`config.mk`:
```
export PLATFORM = sky130hd
export DESIGN_NAME = step_pulse_gen_flat
export DESIGN_NICKNAME = d
export VERILOG_FILES = /design/src/rtl/step_pulse_gen_pkg.sv /design/src/rtl/step_pulse_gen_if.sv /design/src/rtl/step_pulse_gen_btn_debounce.sv /design/src/rtl/step_pulse_gen.sv /design/src/flat_wrapper.sv
export SDC_FILE = /design/constraint.sdc
export NUM_CORES = 1
export LEC_CHECK = 0
export CAP_MARGIN = 20
export CORE_MARGIN = 2
export CORE_UTILIZATION = 25
export DETAILED_ROUTE_END_ITERATION = 12
export GPL_ROUTABILITY_DRIVEN = 0
export PLACE_DENSITY = 0.42
export SYNTH_ARGS = -nofsm -noshare
export SYNTH_HDL_FRONTEND = slang
export SYNTH_SLANG_ARGS = --single-unit
```
`constraint.sdc`:
```
create_clock -name CLK -period 1.55 [get_ports CLK]
set_input_delay 0.31 -clock CLK [delete_from_list [all_inputs] [get_ports CLK]]
set_output_delay 0.31 -clock CLK [all_outputs]
set_load 0.1 [all_outputs]
```
`src/rtl/step_pulse_gen_pkg.sv`:
```
// Shared types and constants for the step pulse generator and its button debouncer.
package step_pkg;

  typedef enum logic [1:0] {
    IDLE         = 2'd0,
    PRESS_WAIT   = 2'd1,
    PRESSED      = 2'd2,
    RELEASE_WAIT = 2'd3
  } dbnc_state_t;

  localparam int SYNC_STAGES = 2;

endpackage

```
`src/rtl/step_pulse_gen_if.sv`:
```
// Stepping sources in, step enable / debounced level / step count out.
interface step_pulse_gen_if #(
  parameter int STEP_W = 16
);
  logic              slow_clk;
  logic              btn;
  logic              auto_mode;
  logic              step_en;
  logic              btn_level;
  logic [STEP_W-1:0] step_count;

  modport master (
    output slow_clk, btn, auto_mode,
    input  step_en, btn_level, step_count
  );

  modport slave (
    input  slow_clk, btn, auto_mode,
    output step_en, btn_level, step_count
  );
endinterface

```
`src/rtl/step_pulse_gen_btn_debounce.sv`:
```
// Push-button synchronizer and debounce FSM; press_pulse is a one-cycle request
// asserted in the cycle a press qualifies, registered downstream with btn_level.
module btn_debounce
  import step_pkg::*;
#(
  parameter int DEBOUNCE_CYCLES = 1_000_000,
  parameter int CNT_W           = 20
) (
  input  logic CLK,
  input  logic RST,
  input  logic btn,
  output logic btn_level,
  output logic press_pulse
);

  localparam logic [CNT_W-1:0] CNT_LAST = CNT_W'(DEBOUNCE_CYCLES - 1);

  logic [SYNC_STAGES-1:0] btn_sync;
  logic                   btn_s;
  dbnc_state_t            state, state_nxt;
  logic [CNT_W-1:0]       cnt, cnt_nxt;
  logic                   lvl_nxt;

  assign btn_s = btn_sync[SYNC_STAGES-1];

  always_ff @(posedge CLK) begin
    if (RST) begin
      btn_sync  <= '0;
      state     <= IDLE;
      cnt       <= '0;
      btn_level <= 1'b0;
    end else begin
      btn_sync  <= {btn_sync[SYNC_STAGES-2:0], btn};
      state     <= state_nxt;
      cnt       <= cnt_nxt;
      btn_level <= lvl_nxt;
    end
  end

  // Any disagreement with the level being qualified drops back, so bounces restart the count.
  always_comb begin
    state_nxt   = state;
    cnt_nxt     = cnt;
    lvl_nxt     = btn_level;
    press_pulse = 1'b0;
    unique case (state)
      IDLE: begin
        if (btn_s) begin
          state_nxt = PRESS_WAIT;
          cnt_nxt   = '0;
        end
      end
      PRESS_WAIT: begin
        if (!btn_s) begin
          state_nxt = IDLE;
        end else if (cnt == CNT_LAST) begin
          state_nxt   = PRESSED;
          lvl_nxt     = 1'b1;
          press_pulse = 1'b1;
        end else begin
          cnt_nxt = cnt + 1'b1;
        end
      end
      PRESSED: begin
        if (!btn_s) begin
          state_nxt = RELEASE_WAIT;
          cnt_nxt   = '0;
        end
      end
      RELEASE_WAIT: begin
        if (btn_s) begin
          state_nxt = PRESSED;
        end else if (cnt == CNT_LAST) begin
          state_nxt = IDLE;
          lvl_nxt   = 1'b0;
        end else begin
          cnt_nxt = cnt + 1'b1;
        end
      end
      default: state_nxt = IDLE;
    endcase
  end

endmodule

```
`src/rtl/step_pulse_gen.sv`:
```
// Turns slow_clk rising edges (auto) or debounced button presses (manual) into
// single-cycle CLK-domain step enables; slow_clk is only ever sampled as data.
module step_pulse_gen
  import step_pkg::*;
#(
  parameter int DEBOUNCE_CYCLES = 1_000_000,
  parameter int CNT_W           = 20,
  parameter int STEP_W          = 16
) (
  input  logic               CLK,
  input  logic               RST,
  step_pulse_gen_if.slave    bus
);

  logic [SYNC_STAGES-1:0] slow_sync;
  logic [SYNC_STAGES-1:0] mode_sync;
  logic                   mode_s, mode_prev;
  logic                   slow_rise;
  logic                   press_pulse;
  logic                   btn_level;
  logic                   step_nxt;

  assign mode_s    = mode_sync[SYNC_STAGES-1];
  assign slow_rise = slow_sync[0] & ~slow_sync[1];

  btn_debounce #(
    .DEBOUNCE_CYCLES (DEBOUNCE_CYCLES),
    .CNT_W           (CNT_W)
  ) u_dbnc (
    .CLK         (CLK),
    .RST         (RST),
    .btn         (bus.btn),
    .btn_level   (btn_level),
    .press_pulse (press_pulse)
  );

  assign bus.btn_level = btn_level;

  // The unselected source is dropped; a mode flip blanks the cycle it lands on.
  always_comb begin
    step_nxt = mode_s ? slow_rise : press_pulse;
    if (mode_s != mode_prev) step_nxt = 1'b0;
  end

  always_ff @(posedge CLK) begin
    if (RST) begin
      slow_sync      <= '0;
      mode_sync      <= '0;
      mode_prev      <= 1'b0;
      bus.step_en    <= 1'b0;
      bus.step_count <= '0;
    end else begin
      slow_sync   <= {slow_sync[SYNC_STAGES-2:0], bus.slow_clk};
      mode_sync   <= {mode_sync[SYNC_STAGES-2:0], bus.auto_mode};
      mode_prev   <= mode_s;
      bus.step_en <= step_nxt;
      if (bus.step_en) bus.step_count <= bus.step_count + 1'b1;
    end
  end

endmodule

```
`src/flat_wrapper.sv`:
```
// flat-port wrapper written by rule: the top's interface ports become plain ports
module step_pulse_gen_flat import step_pkg::*;
#(
  parameter int DEBOUNCE_CYCLES = 1_000_000,
  parameter int CNT_W           = 20,
  parameter int STEP_W          = 16
)
  (CLK, RST, bus_slow_clk, bus_btn, bus_auto_mode, bus_step_en, bus_btn_level, bus_step_count);
  step_pulse_gen_if #(.STEP_W(STEP_W)) bus_i ();
  input  logic CLK;
  input  logic RST;
  input wire logic [$bits(bus_i.slow_clk)-1:0] bus_slow_clk;
  input wire logic [$bits(bus_i.btn)-1:0] bus_btn;
  input wire logic [$bits(bus_i.auto_mode)-1:0] bus_auto_mode;
  output wire logic [$bits(bus_i.step_en)-1:0] bus_step_en;
  output wire logic [$bits(bus_i.btn_level)-1:0] bus_btn_level;
  output wire logic [$bits(bus_i.step_count)-1:0] bus_step_count;
  assign bus_i.slow_clk = bus_slow_clk;
  assign bus_i.btn = bus_btn;
  assign bus_i.auto_mode = bus_auto_mode;
  assign bus_step_en = bus_i.step_en;
  assign bus_btn_level = bus_i.btn_level;
  assign bus_step_count = bus_i.step_count;
  step_pulse_gen #(.DEBOUNCE_CYCLES(DEBOUNCE_CYCLES), .CNT_W(CNT_W), .STEP_W(STEP_W)) u_core (.CLK(CLK), .RST(RST), .bus(bus_i));
endmodule
```
==> impl_metrics.csv <==
group,metric,value,unit
run_status,status,"complete, but fails checks",
run_status,violations,"negative setup slack",
critical_path,critPathArrivalTime,1.88,ns
detailed_routing,ant_nets,0,
floorplan,core_region_area,8640,um^2
power,power_density,625,nW/um^2
floorplan,die_x,98.1,um
critical_path,crit_type,"reg -> reg",
synthesis,syn_nets,261,
layout,n_antenna_cell,0,
synthesis,seq_area_frac_synth,42.5,%
sta,fin_ws,-0.0849,ns
synthesis,synth_area,2210,um^2
clocking,cts_tree,"yes",
grt,track_usage,14.3,%
sta,holdWs,0.421,ns
critical_path,crit_required,1.80,ns
critical_path,crit_fanout,3,
synthesis,syn_inst,254,
sta,slew_headroom,76.3,%
synthesis,ys_types,44,
power,p_leak,1.34,nW
sta,slew_viol_final,0,
sta,setup_tns,-0.193,ns
critical_path,r2r-start,"u_core.u_dbnc.cnt[8]$_SDFFE_PP0P_",
placed_design,postPlaceCellArea,3370,um^2
critical_path,startpoint_type,"flip-flop",
sta,grt_setup_unrepaired,"yes",
detailed_routing,vias_per_cell,4.98,
grt,grt_max_degree,19,
sta,fin_worst_skew,0.0103,ns
run,drv_cap,0,
min_path,min_from,"u_core.slow_sync[1]$_SDFF_PP0_",
sta,fmax,612,MHz
grt,grt_pass1_vias,2138,
clocking,htreeDepth,2,
synthesis,synth_ff_type,"dfxtp_1",
detailed_routing,drc_errors,0,
placed_design,place_hpwl,4910,um
sta,hold_viol,0,
critical_path,startpoint,"u_core.u_dbnc.cnt[8]$_SDFFE_PP0P_",
clocking,clock-sinks,47,
detailed_routing,drt_pass1_iterations,7,
sta,period_share,105,%
placed_design,place_ws,-0.189,ns
placed_design,port_buffers,22,
clocking,clk_path_buf_depth,2,
floorplan,initial_core_util,25.6,%
detailed_routing,routed_wl,6520,um
floorplan,die-area,9620,um^2
synthesis,ys_warn_count,0,
floorplan,pin_count,23,
synthesis,synthArstFlopShare,0,%
synthesis,synth_edf_count,0,
layout,fin_area,3640,um^2
layout,nets,353,
detailed_routing,wl_per_cell,14.3,um
detailed_routing,via_count,2265,
clocking,cts_made_buffers,5,
critical_path,cp-end-kind,"flip-flop",
power,power.total,2.27,mW
clocking,clk_pin_slew,0.10,ns
sta,finalSetupViolCount,3,
detailed_routing,drt_iter0_markers,92,
grt,antenna_found_initial,0,
layout,drive_above_1_share,45.2,%
grt,grt_overflow_total,0,
grt,grt_pass1_wl,11200,um
floorplan,row_count,34,
clocking,clock-root-buffer,"clkbuf_8",
power,vdd_drop_max,0.434,mV
min_path,min_path_type,"reg -> reg",
synthesis,ys_ff_latch,47,
clocking,insertion_delay,0.31,ns
sta,period_minus_slack,1.63,ns
sta,worst_pin_slew,0.352,ns
layout,area_delta_synth_final,64.4,%
floorplan,die_h,98.1,um
clocking,hold_buffers,0,
synthesis,postSynthAreaPerCell,8.71,um^2
-- placed cells by master, fill, tap and decap left out, types with 6 or more instances in the layout --
master   instances
buf_4           66
dfxtp_2         17
xor2_1           6
o21ai_0         13
buf_12          22
nand4_1         12
nor4_1           6
dfxtp_1         14
dfxtp_4         16
nor2b_1          8
or3_1            8
nand2_1         18
nand3_1         16
nor2_1          13
a21oi_1         18
inv_1           10
-- kinds of logic after synthesis --
group,count (synthesis),share of synthesized area [%]
simple gates,113,30.3
compound gates,58,16.3
flops,47,42.5
buf+inv,19,3.28
xor+xnor,11,4.69
mux,4,1.81
fa+ha+maj,2,1.13
-- metal layers --
metal	share of wire [%]	track usage (%)	vias up
met5	0	0	-
met4	1.2	4.38	0
met3	2.0	2.22	4
met2	46	21.9	23
met1	51	20.8	1098
li1	-	-	1140
-- worst paths after layout --
check             cells past startpoint  slack (ns)                                 end
hold / removal                        1        0.42       u_core.bus.step_en$_SDFF_PP0_
hold reg to reg                       1        0.42       u_core.bus.step_en$_SDFF_PP0_
setup reg to reg                      4       -0.08  u_core.u_dbnc.cnt[19]$_SDFFE_PP0P_
setup / recovery                      4       -0.08  u_core.u_dbnc.cnt[19]$_SDFFE_PP0P_
-- registers in the layout (all words and copies together), names as in the netlist, named ones only --
signal                   cells
u_core.bus.step_count       16
u_core.bus.step_en           1
u_core.mode_prev             1
u_core.mode_sync             2
u_core.slow_sync             2
u_core.u_dbnc.btn_level      1
u_core.u_dbnc.btn_sync       2
u_core.u_dbnc.cnt           20
u_core.u_dbnc.state          1
-- cells in the mapped netlist, drive strengths merged, types with 4 or more instances --
| library cell | n | area [um^2] |
|---|---|---|
| clkbuf | 8 | 30.0 |
| nor4 | 7 | 43.8 |
| mux2i | 4 | 40.0 |
| and3 | 6 | 37.5 |
| inv | 10 | 37.5 |
| o31ai | 4 | 30.0 |
| xnor2 | 4 | 35.0 |
| nor2 | 13 | 48.8 |
| or4 | 7 | 57.6 |
| xor2 | 7 | 68.8 |
| nand2 | 18 | 67.6 |
| nand3 | 19 | 100 |
| nor2b | 8 | 50.1 |
| and4 | 6 | 53.8 |
| dfxtp | 47 | 941 |
| nand4 | 14 | 109 |
| o21ai | 17 | 85.1 |
| a21oi | 21 | 105 |
| or3 | 8 | 50.1 |
-- final cells by class --
cell class	count	area (um^2)
fillers	848	5000
multi-input cells	188	1330
flip-flops and latches	47	1020
repair buffers	94	998
well taps	108	135
clock buffers	6	93.8
inverters	10	37.5
clock inverters	2	17.5
-- metrics by stage --
step	cells	utilization (%)
2_1_floorplan	254	-
3_3_place_gp	443	39.0
3_5_place_dp	443	39.0
4_1_cts	454	41.7
5_1_grt	455	42.1
6_report	455	42.1
-- timing repair --
action	CTS	global route
setup buffers	3	1
pin swaps	9	7
setup endpoints to repair	20	22
gates resized for setup	23	9
-- power by group --
| part | total (mW) | switching [mW] | internal [mW] |
|---|---|---|---|
| logic | 0.173 | 0.0999 | 0.0735 |
| clock network | 0.898 | 0.473 | 0.425 |
| registers | 1.20 | 0.0108 | 1.19 |
| total | 2.27 | 0.583 | 1.69 |
-- worst max-delay path, stage by stage, from the launching register on --
cell     delay [ns]
dfxtp_4        0.40
nand4_2        0.11
or4_4          0.53
or4_1          0.40
a21oi_1        0.13
No activity file was read; power rests on OpenSTA's default activity.
